==> config.mk <==
export PLATFORM = sky130hd
export DESIGN_NAME = bank_tracker
export DESIGN_NICKNAME = d
export VERILOG_FILES = /design/src/rtl/bank_tracker_pkg.sv /design/src/rtl/bank_entry.sv /design/src/rtl/bank_tracker.sv
export SDC_FILE = /design/constraint.sdc
export NUM_CORES = 1
export LEC_CHECK = 0
export CAP_MARGIN = 5
export CORE_MARGIN = 3
export CORE_UTILIZATION = 59
export DETAILED_ROUTE_END_ITERATION = 7
export GPL_TIMING_DRIVEN = 0
export PLACE_DENSITY_LB_ADDON = 0.1
export SKIP_LAST_GASP = 1
export SYNTH_ARGS = -nofsm -noshare
export SYNTH_HDL_FRONTEND = slang
export SYNTH_SLANG_ARGS = --single-unit
==> constraint.sdc <==
create_clock -name sys_clk -period 2.9 [get_ports sys_clk]
set_input_delay 0.58 -clock sys_clk [delete_from_list [all_inputs] [get_ports sys_clk]]
set_output_delay 0.58 -clock sys_clk [all_outputs]
set_load 0.02 [all_outputs]
==> src/rtl/bank_tracker_pkg.sv <==
// ---------------------------------------------------------------------------
// bank_tracker_pkg
// Shared defaults for the DRAM open-row tracker and the helper that sizes
// the bank-index fields.
// ---------------------------------------------------------------------------
package bank_tracker_pkg;

   localparam int DEF_NBANKS      = 4;
   localparam int DEF_ROW_W       = 11;
   localparam int DEF_IDLE_W      = 8;
   localparam int DEF_IDLE_CYCLES = 64;

   // Width of a bank index. It is never below one bit, so a_bank and
   // close_bank stay legal vectors for every supported bank count.
   function automatic int bank_w(input int nbanks);
      return (nbanks <= 2) ? 1 : $clog2(nbanks);
   endfunction

endpackage : bank_tracker_pkg

==> src/rtl/bank_entry.sv <==
// ---------------------------------------------------------------------------
// bank_entry
// State for a single DRAM bank: open row address, open flag and a
// saturating idle counter. The entry flags itself as expired when it has
// been open and untouched for IDLE_CYCLES cycles.
//
// Ports
//   sys_clk  : clock, rising edge
//   resl     : asynchronous active-low reset
//   load     : activate this bank with row_in (wins over every close source)
//   close    : any close event for this bank (ack, precharge, precharge_all)
//   hit      : qualified row hit on this bank this cycle
//   row_in   : row address to load
//   row      : registered open row
//   is_open  : registered open flag
//   expired  : open and idle counter at IDLE_CYCLES (never when IDLE_CYCLES=0)
// ---------------------------------------------------------------------------
module bank_entry
   import bank_tracker_pkg::*;
#(
   parameter int ROW_W       = DEF_ROW_W,
   parameter int IDLE_W      = DEF_IDLE_W,
   parameter int IDLE_CYCLES = DEF_IDLE_CYCLES
) (
   input  logic             sys_clk,
   input  logic             resl,
   input  logic             load,
   input  logic             close,
   input  logic             hit,
   input  logic [ROW_W-1:0] row_in,
   output logic [ROW_W-1:0] row,
   output logic             is_open,
   output logic             expired
);

   localparam logic [IDLE_W-1:0] IDLE_MAX = IDLE_W'(IDLE_CYCLES);

   logic [IDLE_W-1:0] idle_cnt;

   always_ff @(posedge sys_clk or negedge resl) begin
      if (!resl) begin
         row      <= '0;
         is_open  <= 1'b0;
         idle_cnt <= '0;
      end else if (load) begin
         row      <= row_in;
         is_open  <= 1'b1;
         idle_cnt <= '0;
      end else if (close) begin
         is_open  <= 1'b0;
         idle_cnt <= '0;
      end else if (is_open) begin
         // A hit restarts the idle window; otherwise count up and stick at
         // the limit. With IDLE_CYCLES=0 the limit is 0, so it never moves.
         if (hit) begin
            idle_cnt <= '0;
         end else if (idle_cnt != IDLE_MAX) begin
            idle_cnt <= idle_cnt + 1'b1;
         end
      end
   end

   assign expired = (IDLE_CYCLES != 0) && is_open && (idle_cnt == IDLE_MAX);

endmodule : bank_entry

==> src/rtl/bank_tracker.sv <==
// ---------------------------------------------------------------------------
// bank_tracker
// Tracks the open row of each DRAM bank, classifies the current access as
// hit / open-row miss / closed-bank miss with zero latency, and asks the
// controller to close banks that have sat idle for IDLE_CYCLES cycles.
//
// Handshake: close_req/close_bank describe the lowest-index expired bank.
// The controller precharges it and raises close_ack for one cycle; the
// entry named by close_bank closes on that edge. close_ack while close_req
// is low does nothing. There is no backpressure on the request side: the
// request stays up until acknowledged or until a hit/activate/precharge on
// that bank clears it.
//
// Ports
//   sys_clk, resl            : clock and asynchronous active-low reset
//   a_bank, a_row            : bank and row of the current access
//   lookup                   : qualifies match/miss_open/miss_closed
//   newrow                   : activate a_row in a_bank
//   precharge                : close a_bank
//   precharge_all            : close every bank (a concurrent newrow wins)
//   close_ack                : controller has precharged close_bank
//   match/miss_open/miss_closed : access classification (one-hot on lookup)
//   close_req, close_bank    : idle-close request and its bank
//   open_mask                : per-bank open flags
// ---------------------------------------------------------------------------
module bank_tracker
   import bank_tracker_pkg::*;
#(
   parameter  int NBANKS      = DEF_NBANKS,
   parameter  int ROW_W       = DEF_ROW_W,
   parameter  int IDLE_W      = DEF_IDLE_W,
   parameter  int IDLE_CYCLES = DEF_IDLE_CYCLES,
   localparam int BANK_W      = bank_w(NBANKS)
) (
   input  logic              sys_clk,
   input  logic              resl,
   input  logic [BANK_W-1:0] a_bank,
   input  logic [ROW_W-1:0]  a_row,
   input  logic              lookup,
   input  logic              newrow,
   input  logic              precharge,
   input  logic              precharge_all,
   input  logic              close_ack,
   output logic              match,
   output logic              miss_open,
   output logic              miss_closed,
   output logic              close_req,
   output logic [BANK_W-1:0] close_bank,
   output logic [NBANKS-1:0] open_mask
);

   logic [ROW_W-1:0]  rows [NBANKS];
   logic [NBANKS-1:0] expired;
   logic [NBANKS-1:0] load_vec;
   logic [NBANKS-1:0] close_vec;
   logic [NBANKS-1:0] hit_vec;

   logic              sel_open;
   logic              row_eq;

   // Classification of the addressed entry.
   assign sel_open    = open_mask[a_bank];
   assign row_eq      = (rows[a_bank] == a_row);
   assign match       = lookup &&  sel_open &&  row_eq;
   assign miss_open   = lookup &&  sel_open && !row_eq;
   assign miss_closed = lookup && !sel_open;

   // Lowest-index expired bank wins; scanning downward lets the lowest
   // index overwrite any higher one.
   always_comb begin
      close_bank = '0;
      for (int i = NBANKS - 1; i >= 0; i--) begin
         if (expired[i]) begin
            close_bank = BANK_W'(i);
         end
      end
   end

   assign close_req = |expired;

   // Per-bank control. load has priority inside the entry, so newrow beats
   // any close source targeting the same bank in the same cycle.
   always_comb begin
      load_vec  = '0;
      close_vec = '0;
      hit_vec   = '0;
      for (int i = 0; i < NBANKS; i++) begin
         load_vec[i]  = newrow && (a_bank == BANK_W'(i));
         close_vec[i] = (close_req && close_ack && (close_bank == BANK_W'(i)))
                     || (precharge && (a_bank == BANK_W'(i)))
                     || precharge_all;
         hit_vec[i]   = match && (a_bank == BANK_W'(i));
      end
   end

   for (genvar g = 0; g < NBANKS; g++) begin : g_entry
      bank_entry #(
         .ROW_W       (ROW_W),
         .IDLE_W      (IDLE_W),
         .IDLE_CYCLES (IDLE_CYCLES)
      ) u_entry (
         .sys_clk (sys_clk),
         .resl    (resl),
         .load    (load_vec[g]),
         .close   (close_vec[g]),
         .hit     (hit_vec[g]),
         .row_in  (a_row),
         .row     (rows[g]),
         .is_open (open_mask[g]),
         .expired (expired[g])
      );
   end

endmodule : bank_tracker

# ---- Word-level counts from Yosys, hierarchy flattened
# Index checks and enable logic that the tools add are counted.
dict set report word_totals {
  word_cells 125
  output_inout_bits 10
  inputBits 20
  register_bits 80
}
dict set report op_classes {
  n_mux 37
  n_lt_le_gt_ge 2
  bitwise_logic 1
  reduce_logical 54
  n_eq_ne 15
  n_addsub 4
}
# operator n
set ops {}
lappend ops {{8-bit two-way mux} 20}
lappend ops {{8-bit by 1-bit adder with 8-bit output (second input constant)} 4}
lappend ops {{8-bit by 7-bit == test with 1-bit output (second input constant)} 4}
lappend ops {{8-bit by 7-bit inequality test with 1-bit output (second input constant)} 4}
lappend ops {{1-bit logical AND} 25}
lappend ops {{11-bit binary-select mux with 2-bit select} 1}
lappend ops {{11-bit two-way mux} 2}
lappend ops {{4-bit nonzero test} 4}
lappend ops {{3-bit nonzero test} 4}
lappend ops {{11-bit == test} 1}
lappend ops {{1-bit two-way mux} 9}
lappend ops {{2-bit == test (second input constant)} 4}
lappend ops {{1-bit logical OR} 8}
lappend ops {{2-bit two-way mux} 4}
lappend ops {{2-bit AND reduction} 4}
lappend ops {{2-bit nonzero test} 4}
lappend ops {{2-bit by 1-bit == test with 1-bit output (second input constant)} 2}
lappend ops {{2-bit logical NOT} 2}
lappend ops {{4-bit OR reduction} 1}
lappend ops {{3-bit >= comparator (second input constant)} 1}
lappend ops {{2-bit by 3-bit less-than comparator with 1-bit output (second input constant)} 1}
lappend ops {{2-bit inverter with 3-bit output} 1}
lappend ops {{1-bit binary-select mux with 2-bit select} 1}
lappend ops {{1-bit logical NOT} 2}

# ---- Logic depth before layout (Yosys ltp)
# Gate-level depths: netlist (run 1).
dict set report depth {
  ltp_word 12
  ltp_mapped 9
  ltp_nobuf 9
}

# ---- Cells and area by module
# A second synthesis (run 1) with hierarchy kept.
dict set report unflattened {
  cells_unflattened 382
  area_unflattened_um2 4423.0
}
# module cells_each area_per_inst_um2 instances seq_area_each_um2
set by_module_without_submodules {}
lappend by_module_without_submodules {bank_entry 79 942.2 4 500.5}
lappend by_module_without_submodules {bank_tracker 66 654.4 1 0.0}

# ---- Worst setup path after synthesis (run 1)
# Ideal clock, no wire load.
dict set report synth_timing {
  path_type {input -> register}
  startpoint {input a_bank[0]}
  endpoint {register g_entry[0].u_entry.idle_cnt[0]}
  slack_ps 215
  n_path_buf 1
  arrival_ps 2561
  required_ps 2775
  setup_time_ps 125
  cell_stages 7
  cell_sequence {buf_6 > mux4_2 > xnor2_1 > o211ai_4 > nor3_2 > a21oi_1 > mux2_2}
}
dict set report synth_via {
  elab_chain_len 11
  word_cells_on_any_way 22
  cone_classes {eq/ne: 1; mux: 9; bitwise: 1; reduce/logical: 11}
}
# element line
set synth_lines {}
lappend synth_lines {{start: declaration} bank_tracker.sv:37} ;# input logic [BANK_W-1:0] a_bank,
lappend synth_lines {{2-bit inverter with 3-bit output (not written as such)} bank_tracker.sv:63} ;# assign row_eq = (rows[a_bank] == a_row);
lappend synth_lines {{11-bit binary-select mux with 2-bit select} bank_tracker.sv:63}
lappend synth_lines {{11-bit two-way mux (not written as such) (2 in series)} bank_tracker.sv:63}
lappend synth_lines {{11-bit == test} bank_tracker.sv:63}
lappend synth_lines {{1-bit logical AND *} bank_tracker.sv:64} ;# assign match = lookup && sel_open && row_eq;
lappend synth_lines {{net match} bank_tracker.sv:44} ;# output logic match,
lappend synth_lines {{1-bit logical AND *} bank_tracker.sv:92} ;# hit_vec[i] = match && (a_bank == BANK_W'(i));
lappend synth_lines {{8-bit two-way mux} bank_entry.sv:55} ;# if (hit) begin
lappend synth_lines {{8-bit two-way mux} bank_entry.sv:52} ;# end else if (is_open) begin
lappend synth_lines {{8-bit two-way mux} bank_entry.sv:49} ;# end else if (close) begin
lappend synth_lines {{8-bit two-way mux} bank_entry.sv:45} ;# end else if (load) begin
lappend synth_lines {{end signal: assignment} bank_entry.sv:58} ;# idle_cnt <= idle_cnt + 1'b1;
lappend synth_lines {{end: declaration} bank_entry.sv:38} ;# logic [IDLE_W-1:0] idle_cnt;
# The timed path passes the listed nets; every way through them passes the cells marked *. The select of a mux whose other input is x is not followed.
# A chain may end at the register's enable or synchronous reset.

# ---- Worst setup path in the final report (run 1)
dict set report layout_timing {
  startpoint {register g_entry[3].u_entry.row[8]}
  endpoint {output match}
}
dict set report layout_via {
  elab_chain_len 5
}
# element line
set layout_lines {}
lappend layout_lines {{start: declaration} bank_entry.sv:31} ;# output logic [ROW_W-1:0] row,
lappend layout_lines {{start signal: assignment} bank_entry.sv:46} ;# row <= row_in;
lappend layout_lines {{11-bit binary-select mux with 2-bit select} bank_tracker.sv:63}
lappend layout_lines {{11-bit two-way mux (not written as such) (2 in series)} bank_tracker.sv:63}
lappend layout_lines {{11-bit == test} bank_tracker.sv:63}
lappend layout_lines {{1-bit logical AND} bank_tracker.sv:64}
lappend layout_lines {{end: declaration} bank_tracker.sv:44}
# No other way between the ends. The select of a mux whose other input is x is not followed.

==> flow_summary_export.csv, run 1 <==
group,metric,value,unit
detailed_routing,routed.top_layer,"met4",
timing,worst_pin_slew,0.740,ns
status,status,"finished clean",
timing,min_period,2.77,ns
cts,clockRootBuffer,"clkbuf_8",
timing,report.final.slew_viol_count,0,
placed_design,place_hpwl,6.35,mm
critical_path,crit_chain,"mux4_2 -> xnor2_2 -> o221ai_4 -> buf_6 -> nor3_4 -> buf_6",
cts,cts_max_path_buffers,2,
yosys,ys_seq_area_share,44.2,%
detailed_routing,drcViolationCount,0,
yosys,synth_cells,402,
yosys,muxShareOfSynthArea,17.4,%
placed_design,dp_cells,529,
yosys,syn_area,0.00453,sq mm
cts,cts_buffers,9,
yosys,ys_types,57,
yosys,synth-edff-count,0,
critical_path,critical_path.endpoint_type,"output pin",
critical_path,crit_fanout,4,
detailed_routing,wl_met2,4.57,mm
global_routing,overflow,0,
timing,max-slew-margin-rel,50.6,%
floorplanning,row_count,31,
critical_path,path_common_cell,"buf_6",
timing,fin_skew,0.00809,ns
final_layout,fin_nets,477,
floorplanning,die_w,93.6,microns
critical_path,cpMaxStageDelayCell,"mux4_2",
critical_path,cp.required,2.32,ns
yosys,synthXorXnorAreaFrac,3.84,%
global_routing,first_global_vias,3146,
detailed_routing,firstDrtPassIters,4,
floorplanning,start_util,61.8,%
timing,max_freq,0.361,GHz
worst_hold_path,hp-class,"in2async",
floorplanning,pin_count,30,
final_layout,layoutNonFillerInstCount,553,
yosys,synth-simple-area-share,15.5,%
placed_design,io_buffers,27,
final_layout,finish.utilization,72.4,%
final_layout,syn_to_final_growth,17.2,%
power,vdd_ir_drop_max,291,uV
power,power,2.72,mW
timing,timing.final.ws_setup,0.128,ns
critical_path,critPathKind,"reg2out",
detailed_routing,postRouteAntennaNets,0,
final_layout,num_antenna_cells,0,
yosys,yosysWarnings,0,
yosys,syn_area_per_cell,11.3,sq um
detailed_routing,met3_length,330,microns
floorplanning,fp.dieArea,0.00876,sq mm
yosys,ys.flop_type,"dfrtp_1",
cts,h-tree-depth,3,
yosys,synth-seq-cells,80,
timing,setup_violations,0,
detailed_routing,vias_per_cell,5.88,
placed_design,dpl_worst_slack,-0.605,ns
critical_path,slowest_delay,0.50,ns
yosys,async_flop_share,100,%
floorplanning,die_y,93.6,microns
final_layout,fill_cells,516,
floorplanning,core_region_area,0.00733,sq mm
yosys,synth_fa_ha_area_share,2.21,%
yosys,synth_top_family_by_area,"multiplexers",
final_layout,drive_above_1_share,28.0,%
yosys,synth_top_area_cell,"dfrtp_1",
yosys,syn-num-nets,430,
flow_run,drv_cap,0,
power,p_leak,2.43,nW
critical_path,arrival,2.19,ns
detailed_routing,wl_per_cell,16.6,microns
timing,finalCritPeriodShare,95.6,%
cts,clock_latency,0.36,ns
cts,cts.clk_slew.worst_paths,0.09,ns
critical_path,startpoint_type,"flop",
detailed_routing,drt-initial-drc-count,133,
yosys,synth_top_cell_area_share,44.2,%
global_routing,grt_max_degree,51,
power,power_density,513,mW/mm^2
global_routing,grt_pass1_wl,15.5,mm
yosys,synthTopCellsByArea,"dfrtp_1 (44%), mux2_2 (12%), mux2i_1 (3.8%)",
timing,finalHoldViolations,0,
cts,cts_sinks,80,
global_routing,antenna_found_initial,0,
yosys,synth_most_common_cell,"dfrtp_1",
yosys,synth-compound-area-share,13.5,%
detailed_routing,wl,9.19,mm
cts,cts_tree,"done",
global_routing,grt.total_usage,22.8,%
detailed_routing,drt-met1-wl,4.18,mm
placed_design,place_congestion,0.853,
yosys,synth_commonest_cells,"dfrtp_1 (80), mux2_2 (49), nand2_1 (21), a22o_1 (19), nand3_1 (18)",
detailed_routing,num_vias,3253,
## worst paths after layout
kind	from	to	slack, ns	cells after the start
setup / recovery	g_entry[3].u_entry.row[8]	match	0.13	6
hold / removal	resl	g_entry[3].u_entry.idle_cnt[5]	0.15	1
setup reg to reg	g_entry[3].u_entry.row[8]	g_entry[1].u_entry.idle_cnt[0]	0.28	8
hold reg to reg	g_entry[2].u_entry.row[8]	g_entry[2].u_entry.row[8]	0.51	1
max in group asynchronous	resl	g_entry[1].u_entry.row[6]	2.17	2
min in group sys_clk	g_entry[2].u_entry.row[8]	g_entry[2].u_entry.row[8]	0.51	1
## what timing repair did
| action | CTS | global route |
|---|---|---|
| hold buffers | 0 | 0 |
| setup buffers | 2 | 6 |
| gates resized for setup | 28 | 8 |
| pin swaps | 2 | 3 |
| setup endpoints to repair | 5 | 4 |
## where the power goes
part / switching (mW) / total, mW / internal, mW
sequential: 0.0696 / 1.31 / 1.24
combinational: 0.258 / 0.534 / 0.277
clock: 0.446 / 0.878 / 0.432
## critical path, delay by kind of cell, from the launching register on
family | cells | cell delay [ns]
DFF | 1 | 0.38
muxes | 1 | 0.50
AOI/OAI and AO/OA | 1 | 0.16
xor gates and xnor gates | 1 | 0.23
buffers and inverters | 2 | 0.31
and+or+nand+nor | 1 | 0.25
## per-layer routing
| layer | track usage (%) | vias to the layer above |
|---|---|---|
| met3 | 5.31 | 9 |
| met5 | 0 | - |
| met4 | 6.86 | 0 |
| met1 | 30.1 | 1619 |
| li1 | - | 1566 |
| met2 | 37.4 | 59 |
## cells in the final DEF, fill, tap and decap left out, drive strengths merged, types with 15 or more instances in the layout
| cell type | count |
|---|---|
| xnor2 | 17 |
| and3 | 17 |
| a22o | 19 |
| nand3 | 18 |
| mux2i | 17 |
| inv | 17 |
| nand2 | 21 |
| o21ai | 21 |
| mux2 | 49 |
| dfrtp | 80 |
| buf | 20 |
| nor2b | 17 |
| clkbuf | 15 |
## sequential cells by signal, indices dropped and copies added, names as in the netlist
signal	cells
g_entry.u_entry.idle_cnt	32
g_entry.u_entry.is_open	4
g_entry.u_entry.row	44
## final cells by class
| cell class | count | area [sq um] | area share, % |
|---|---|---|---|
| multi-input cells | 293 | 2470 | 46.5 |
| flip-flops and latches | 80 | 2000 | 37.7 |
| repair buffers | 36 | 350 | 6.61 |
| clock buffers | 10 | 138 | 2.59 |
| well taps | 99 | 124 | 2.34 |
| plain buffers | 13 | 90.1 | 1.70 |
| clock inverters | 6 | 73.8 | 1.39 |
| inverters | 16 | 60.1 | 1.13 |
## through the flow
step / hold slack, ns / TNS [ns] / instance area, sq um
6_report: 0.147 / 0 / 5300
5_1_grt: 0.155 / -0.0145 / 5300
4_1_cts: 0.159 / 0 / 5250
3_5_place_dp: 0.491 / -2.58 / 4950
3_3_place_gp: 0.485 / -126.89 / 4920
2_1_floorplan: 0.284 / 0 / 4530
## cells by family (layout without fill, tap and decap cells)
kind of cell / count (synthesis) / after routing
simple gates: 119 / 119
buf+inv: 29 / 81
compound gates: 78 / 78
fa+ha+maj: 8 / 8
mux: 69 / 69
xor+xnor: 19 / 19
flops: 80 / 80
Power figures use the tool's default switching activity.
==> run 2: changes to the inputs <==
--- a/config.mk
+++ b/config.mk
@@ -8,10 +8,13 @@
 export CAP_MARGIN = 5
 export CORE_MARGIN = 3
 export CORE_UTILIZATION = 59
+export CTS_CLUSTER_DIAMETER = 30
 export DETAILED_ROUTE_END_ITERATION = 7
 export GPL_TIMING_DRIVEN = 0
+export MAX_ROUTING_LAYER = met4
 export PLACE_DENSITY_LB_ADDON = 0.1
 export SKIP_LAST_GASP = 1
 export SYNTH_ARGS = -nofsm -noshare
 export SYNTH_HDL_FRONTEND = slang
+export SYNTH_HIERARCHICAL = 1
 export SYNTH_SLANG_ARGS = --single-unit
==> run 2 against run 1 <==
Effect of this change:
- hold slack gained 0.030 ns
- sequential power is essentially flat
- clock skew increased by 0.0022 ns
- critical path type is now in2out
- synthesized cell count is 5.0% lower
- area after synthesis fell by 2.3%
- global-route usage up 1.1 points
- count of clock-buffer cells in the layout stayed put
- register-to-register slack got worse by 0.19 ns
- largest power group unchanged
- first-iteration DRC count grew 8.3%
- sequential share of layout area grew 0.33 points
- non-clock buffer count is 5 higher
- utilization is 2.6 points higher
==> flow_summary_export.csv, run 2 <==
group,metric,value,unit
status,status,"finished clean",
final_layout,fin_area,0.00526,sq mm
power,p_leak,2.18,nW
cts,cts_tree,"done",
critical_path,reg2reg_slack,0.09,ns
placed_design,place_hpwl,6.35,mm
yosys,syn_area_per_cell,11.6,sq um
global_routing,overflow,0,
floorplanning,die_y,92.6,microns
critical_path,reg2regPathDepth,8,
yosys,synthTopCellsByArea,"dfrtp_1 (45%), mux2_2 (11%), mux4_2 (6.1%)",
yosys,synth_top_area_cell,"dfrtp_1",
floorplanning,row_count,30,
detailed_routing,vias_per_cell,6.17,
critical_path,path_common_cell,"buf_8",
final_layout,layoutNonFillerInstCount,536,
cts,cts_max_path_buffers,2,
yosys,syn_area,0.00442,sq mm
detailed_routing,postRouteAntennaNets,0,
critical_path,r2r-end,"g_entry[2].u_entry/idle_cnt[0]",
final_layout,num_antenna_cells,0,
global_routing,grt.total_usage,23.9,%
critical_path,critPathKind,"in2out",
timing,max-slew-margin-rel,50.7,%
floorplanning,core_region_area,0.00702,sq mm
cts,h-tree-depth,3,
final_layout,final_common_cell,"dfrtp_1",
cts,cts_sinks,80,
final_layout,reg.largest.list,"g_entry.u_entry/row x44, g_entry.u_entry/idle_cnt x32, g_entry.u_entry/is_open x4",
floorplanning,fp.dieArea,0.00857,sq mm
yosys,synth_most_common_cell,"dfrtp_1",
critical_path,cpMaxStageDelayCell,"mux4_2",
floorplanning,start_util,63.0,%
yosys,synth-seq-cells,80,
worst_hold_path,hp-class,"in2async",
yosys,ys.flop_type,"dfrtp_1",
timing,finalHoldViolations,0,
placed_design,io_buffers,28,
global_routing,antenna_found_initial,0,
global_routing,grt_pass1_wl,15.9,mm
critical_path,arrival,2.26,ns
detailed_routing,wl_per_cell,17.7,microns
yosys,async_flop_share,100,%
timing,finalCritPeriodShare,97.9,%
critical_path,r2r-start,"g_entry[3].u_entry/row[0]",
global_routing,first_global_vias,3262,
detailed_routing,wl,9.48,mm
yosys,synth_top_cell_area_share,45.3,%
power,vdd_ir_drop_max,395,uV
final_layout,largest_reg_flops,44,
critical_path,cp-endpoint,"miss_open",
placed_design,dp_cells,507,
final_layout,drive_above_1_share,31.6,%
cts,clock_latency,0.36,ns
floorplanning,die_w,92.6,microns
power,power,2.65,mW
critical_path,crit_fanout,9,
final_layout,final_cell_mix,"dfrtp_1 (80), mux2_2 (44), nand2_1 (25), a21oi_1 (24), inv_1 (22)",
timing,finalSetupTns,0,ns
yosys,ys_seq_area_share,45.3,%
power,power_density,504,mW/mm^2
yosys,synth-edff-count,0,
timing,worst_pin_slew,0.733,ns
timing,max_freq,0.352,GHz
critical_path,slowest_delay,0.52,ns
final_layout,syn_to_final_growth,18.9,%
critical_path,crit_chain,"buf_8 -> buf_8 -> mux4_2 -> xnor2_2 -> nand3_4 -> o31a_1 -> clkdlybuf4s15_2",
detailed_routing,num_vias,3306,
yosys,synth_commonest_cells,"dfrtp_1 (80), mux2_2 (44), nand2_1 (25), a21oi_1 (24), inv_1 (22)",
final_layout,fill_cells,481,
yosys,yosysWarnings,6,
final_layout,fin_nets,463,
cts,cts.clk_slew.worst_paths,0.08,ns
critical_path,critical_path.endpoint_type,"output pin",
global_routing,grt_max_degree,47,
cts,hold_buffers,0,
yosys,synth_cells,382,
timing,report.final.slew_viol_count,0,
detailed_routing,firstDrtPassIters,4,
cts,clockRootBuffer,"clkbuf_8",
floorplanning,pin_count,30,
placed_design,place_area,0.00485,sq mm
flow_run,drv_cap,0,
critical_path,cp.required,2.32,ns
yosys,syn-num-nets,410,
placed_design,place_congestion,0.813,
timing,fin_skew,0.0102,ns
yosys,ys_types,45,
detailed_routing,drcViolationCount,0,
detailed_routing,drt-initial-drc-count,144,
final_layout,regMostFlops,"g_entry.u_entry/row",
timing,min_period,2.84,ns
cts,cts_buffers,9,
critical_path,crit_start,"a_bank[0]",
timing,setup_violations,0,
critical_path,startpoint_type,"input port",
run 2: cell types whose count changed after synthesis, sizes merged, moves of 9 or more:
cell / before / now
a21oi: 5 / 24
a22o: 19 / 0
and3: 17 / 6
mux2i: 17 / 4
mux4: 3 / 12
nand3: 18 / 8
nor2b: 17 / 2
or3: 1 / 17
run 2: routing by layer:
metal	wire, microns	part of all wire [%]	track usage [%]	vias up
met5	0	0	-	-
met4	128	1.4	6.93	0
met3	373	3.9	4.79	13
met2	4800	51	38.5	70
met1	4170	44	31.0	1680
li1	-	-	-	1543
run 2: worst min path at each step:
stage          depth (start not counted)                              to  slack, ns
2_1_floorplan                          0  g_entry[0].u_entry/idle_cnt[0]       0.28
3_3_place_gp                           1       g_entry[3].u_entry/row[2]       0.48
3_5_place_dp                           1       g_entry[0].u_entry/row[8]       0.49
4_1_cts                                1  g_entry[0].u_entry/idle_cnt[3]       0.19
5_1_grt                                1  g_entry[0].u_entry/idle_cnt[6]       0.20
6_report                               1  g_entry[0].u_entry/idle_cnt[3]       0.18
run 2: logic make-up after synthesis:
logic type	after synthesis	share of synthesized area, %
adders and majority gates	8	2.26
buffers and inverters	34	3.56
xor gates and xnor gates	11	2.69
DFF	80	45.3
muxes	60	18.2
AOI/OAI and AO/OA	81	12.7
and+or+nand+nor	108	15.3
run 2: repair_timing:
action                                  CTS  global route
resized for setup                        29            15
endpoints found under the setup margin   38            28
pin swaps                                 2             4
buffers inserted                          7             6
run 2: final cells by class:
| type | count | area [sq um] | share of cell area (%) |
|---|---|---|---|
| buffer | 12 | 85.1 | 1.62 |
| clock buffer | 10 | 138 | 2.62 |
| clock inverter | 6 | 50.0 | 0.952 |
| inverter | 22 | 82.6 | 1.57 |
| multi-input combinational | 268 | 2390 | 45.5 |
| sequential | 80 | 2000 | 38.1 |
| tap | 96 | 120 | 2.28 |
| timing repair buffer | 42 | 385 | 7.33 |
run 2: worst max-delay path: cells and delay by family:
kind                   cells  cell delay [ns]
AO/OA/AOI/OAI              1             0.29
XOR/XNOR                   1             0.21
buffers and inverters      3             0.53
multiplexers               1             0.52
AND/OR/NAND/NOR            1             0.13
run 2: through the flow:
stage	hold slack, ns	worst slack, ns	utilization, %
floorplan	0.284	0.189	-
global placement	0.484	-1.63	68.8
detailed placement	0.492	-1.03	69.2
CTS	0.194	-0.0163	73.6
global route	0.199	-0.0169	74.9
finish	0.178	0.0612	74.9
run 2: report_power, final:
part	internal, mW	switching (mW)
clock	0.348	0.439
combinational	0.306	0.236
sequential	1.24	0.0798
total	1.89	0.754
==> run 3: changes to the inputs <==
--- a/config.mk
+++ b/config.mk
@@ -5,9 +5,11 @@
 export SDC_FILE = /design/constraint.sdc
 export NUM_CORES = 1
 export LEC_CHECK = 0
+export ABC_AREA = 1
+export ABC_CLOCK_PERIOD_IN_PS = 2900
 export CAP_MARGIN = 5
 export CORE_MARGIN = 3
-export CORE_UTILIZATION = 59
+export CORE_UTILIZATION = 60
 export CTS_CLUSTER_DIAMETER = 30
 export DETAILED_ROUTE_END_ITERATION = 7
 export GPL_TIMING_DRIVEN = 0
==> run 3 against run 2 <==
Effect of this change:
- non-clock buffer count down 11
- register-to-register slack better by 0.33 ns
- utilization down 3.1 points
- combinational power up 3%
- final area up 7.8%
- final cell count up 62%
- via count up 43%
- worst setup slack better by 0.022 ns
- clock skew up 0.0040 ns
- hold slack worse by 0.079 ns
- global-route usage up 3.6 points
- critical path type unchanged
- critical endpoint is now match
- highest routed layer unchanged
==> flow_summary_export.csv, run 3 <==
group,metric,value,unit
final_layout,syn_to_final_growth,13.9,%
yosys,synth_most_common_cell,"nand2_1",
timing,fin_skew,0.0142,ns
global_routing,grt.total_usage,27.5,%
detailed_routing,wl_per_cell,13.9,microns
yosys,synth_top_area_cell,"dfrtp_1",
yosys,syn_area_per_cell,6.90,sq um
yosys,synth-seq-cells,80,
detailed_routing,routed.top_layer,"met4",
detailed_routing,drcViolationCount,0,
yosys,synth_cells,721,
final_layout,regMostFlops,"g_entry.u_entry/row",
yosys,yosysWarnings,6,
critical_path,r2r-end,"g_entry[3].u_entry/idle_cnt[5]",
detailed_routing,wl,12.1,mm
cts,cts.clk_slew.worst_paths,0.09,ns
worst_hold_path,hp-class,"in2async",
floorplanning,pin_count,30,
detailed_routing,vias_per_cell,5.43,
placed_design,place_congestion,0.933,
final_layout,reg.largest.list,"g_entry.u_entry/row x44, g_entry.u_entry/idle_cnt x32, g_entry.u_entry/is_open x4",
timing,report.final.slew_viol_count,0,
power,p_leak,2.98,nW
final_layout,largest_reg_flops,44,
detailed_routing,drt-met1-wl,5.37,mm
yosys,synth_top_cell_area_share,40.2,%
yosys,syn-num-nets,749,
floorplanning,core_region_area,0.00789,sq mm
cts,cts_tree,"done",
final_layout,fin_nets,790,
critical_path,cp.required,2.32,ns
cts,cts_sinks,80,
cts,hold_buffers,0,
critical_path,crit_chain,"dlygate4sd2_1 -> inv_2 -> clkbuf_8 -> nand2_1 -> nand2_1 -> nand2_1 -> nand2_1 -> nor2_1 -> nand2_1 -> nor2_2 -> nand3_2 -> inv_1 -> clkdlybuf4s15_2",
timing,rsz0062_at_grt,"true",
placed_design,place_area,0.00542,sq mm
global_routing,grt_pass1_wl,20.8,mm
floorplanning,fp.dieArea,0.00942,sq mm
critical_path,cpMaxStageDelayCell,"dlygate4sd2_1",
critical_path,arrival,2.24,ns
final_layout,num_antenna_cells,0,
final_layout,fin_area,0.00567,sq mm
floorplanning,die_y,97.1,microns
floorplanning,die_w,97.1,microns
detailed_routing,drt-initial-drc-count,335,
yosys,ys_types,27,
critical_path,reg2regPathDepth,17,
floorplanning,start_util,63.1,%
yosys,ys_seq_area_share,40.2,%
flow_run,drv_cap,0,
global_routing,overflow,0,
timing,finalCritPeriodShare,97.1,%
critical_path,reg2reg_slack,0.42,ns
cts,clock_latency,0.37,ns
critical_path,r2r-start,"g_entry[0].u_entry/idle_cnt[0]",
cts,cts_max_path_buffers,2,
critical_path,startpoint_type,"input port",
critical_path,critPathKind,"in2out",
final_layout,layoutNonFillerInstCount,869,
timing,max-slew-margin-rel,58.5,%
critical_path,crit_fanout,10,
timing,worst_pin_slew,0.622,ns
global_routing,antenna_found_initial,0,
detailed_routing,met3_length,782,microns
global_routing,first_global_vias,4424,
critical_path,slowest_delay,0.31,ns
yosys,synth-edff-count,0,
detailed_routing,firstDrtPassIters,5,
final_layout,finish.utilization,71.8,%
timing,hold_slack,0.0988,ns
detailed_routing,wl_met2,5.73,mm
global_routing,grt_max_degree,59,
cts,clockRootBuffer,"clkbuf_8",
final_layout,final_common_cell,"nand2_1",
cts,h-tree-depth,3,
yosys,synth_commonest_cells,"nand2_1 (310), dfrtp_1 (80), nand3_1 (80), inv_1 (70), nor2_1 (50)",
final_layout,drive_above_1_share,13.3,%
critical_path,path_common_cell,"nand2_1",
critical_path,critical_path.endpoint_type,"output pin",
yosys,ys.flop_type,"dfrtp_1",
final_layout,final_cell_mix,"nand2_1 (309), nand3_1 (80), dfrtp_1 (80), inv_1 (69), nor2_1 (46)",
timing,finalSetupTns,0,ns
detailed_routing,num_vias,4716,
floorplanning,row_count,32,
placed_design,place_hpwl,8.60,mm
timing,finalHoldViolations,0,
cts,cts_setup_buffers,0,
yosys,synthTopCellsByArea,"dfrtp_1 (40%), nand2_1 (23%), nand3_1 (8.0%)",
power,vdd_ir_drop_max,342,uV
placed_design,io_buffers,29,
yosys,async_flop_share,100,%
power,power_density,490,mW/mm^2
detailed_routing,postRouteAntennaNets,0,
timing,max_freq,0.355,GHz
status,status,"finished clean",
timing,min_period,2.82,ns
placed_design,dp_cells,853,
timing,setup_violations,0,
yosys,syn_area,0.00498,sq mm
cts,cts_buffers,9,
## run 3: metrics by stage
stage	total power, mW	worst slack [ns]
CTS	2.78	-0.0156
global route	2.94	-0.0897
floorplan	1.70	0.633
finish	2.78	0.0835
global placement	1.85	-1.59
detailed placement	1.88	-0.730
## run 3: critical path: cells and delay by family
kind                   cells  cell delay, ns
buffers and inverters      5            0.90
and+or+nand+nor            8            0.74
## run 3: worst max path at each step
| stage | startpoint | to | slack, ns |
|---|---|---|---|
| 5_1_grt | a_bank[1] | match | -0.09 |
| 3_3_place_gp | resl | g_entry[3].u_entry/row[0] | -1.59 |
| 3_5_place_dp | a_bank[1] | match | -0.73 |
| 6_report | a_bank[1] | match | 0.08 |
| 4_1_cts | a_bank[0] | match | -0.02 |
| 2_1_floorplan | a_bank[1] | g_entry[0].u_entry/idle_cnt[7] | 0.63 |
## run 3: logic make-up after synthesis
| logic type | synth area share (%) |
|---|---|
| fa+ha+maj | 2.01 |
| simple gates | 45.8 |
| buf+inv | 7.32 |
| compound gates | 3.95 |
| xor+xnor | 0.704 |
| flops | 40.2 |
## run 3: cell type report
type                            count  area, sq um
Clock buffer                       10          138
Timing Repair Buffer               30          304
Multi-Input combinational cell    549         2630
Buffer                             13         86.3
Clock inverter                      6         76.3
Inverter                           79          299
Tap cell                          102          128
Sequential cell                    80         2000
Fill cell                         645         2220
## run 3: routing by layer
layer	vias to the layer above	GRT usage, %
met3	24	4.09
met4	0	8.75
met2	184	43.3
met1	2190	37.1
met5	-	-
li1	2318	-
## run 3: timing repair
item | 4_1_cts | 5_1_grt
gates cloned | 0 | 0
resized for setup | 27 | 5
pin swaps | 1 | 0
endpoints found under the setup margin | 25 | 11
## run 3: report_power, final
part	switching, mW	internal (mW)
registers	0.0821	1.24
clock network	0.469	0.435
logic	0.357	0.199
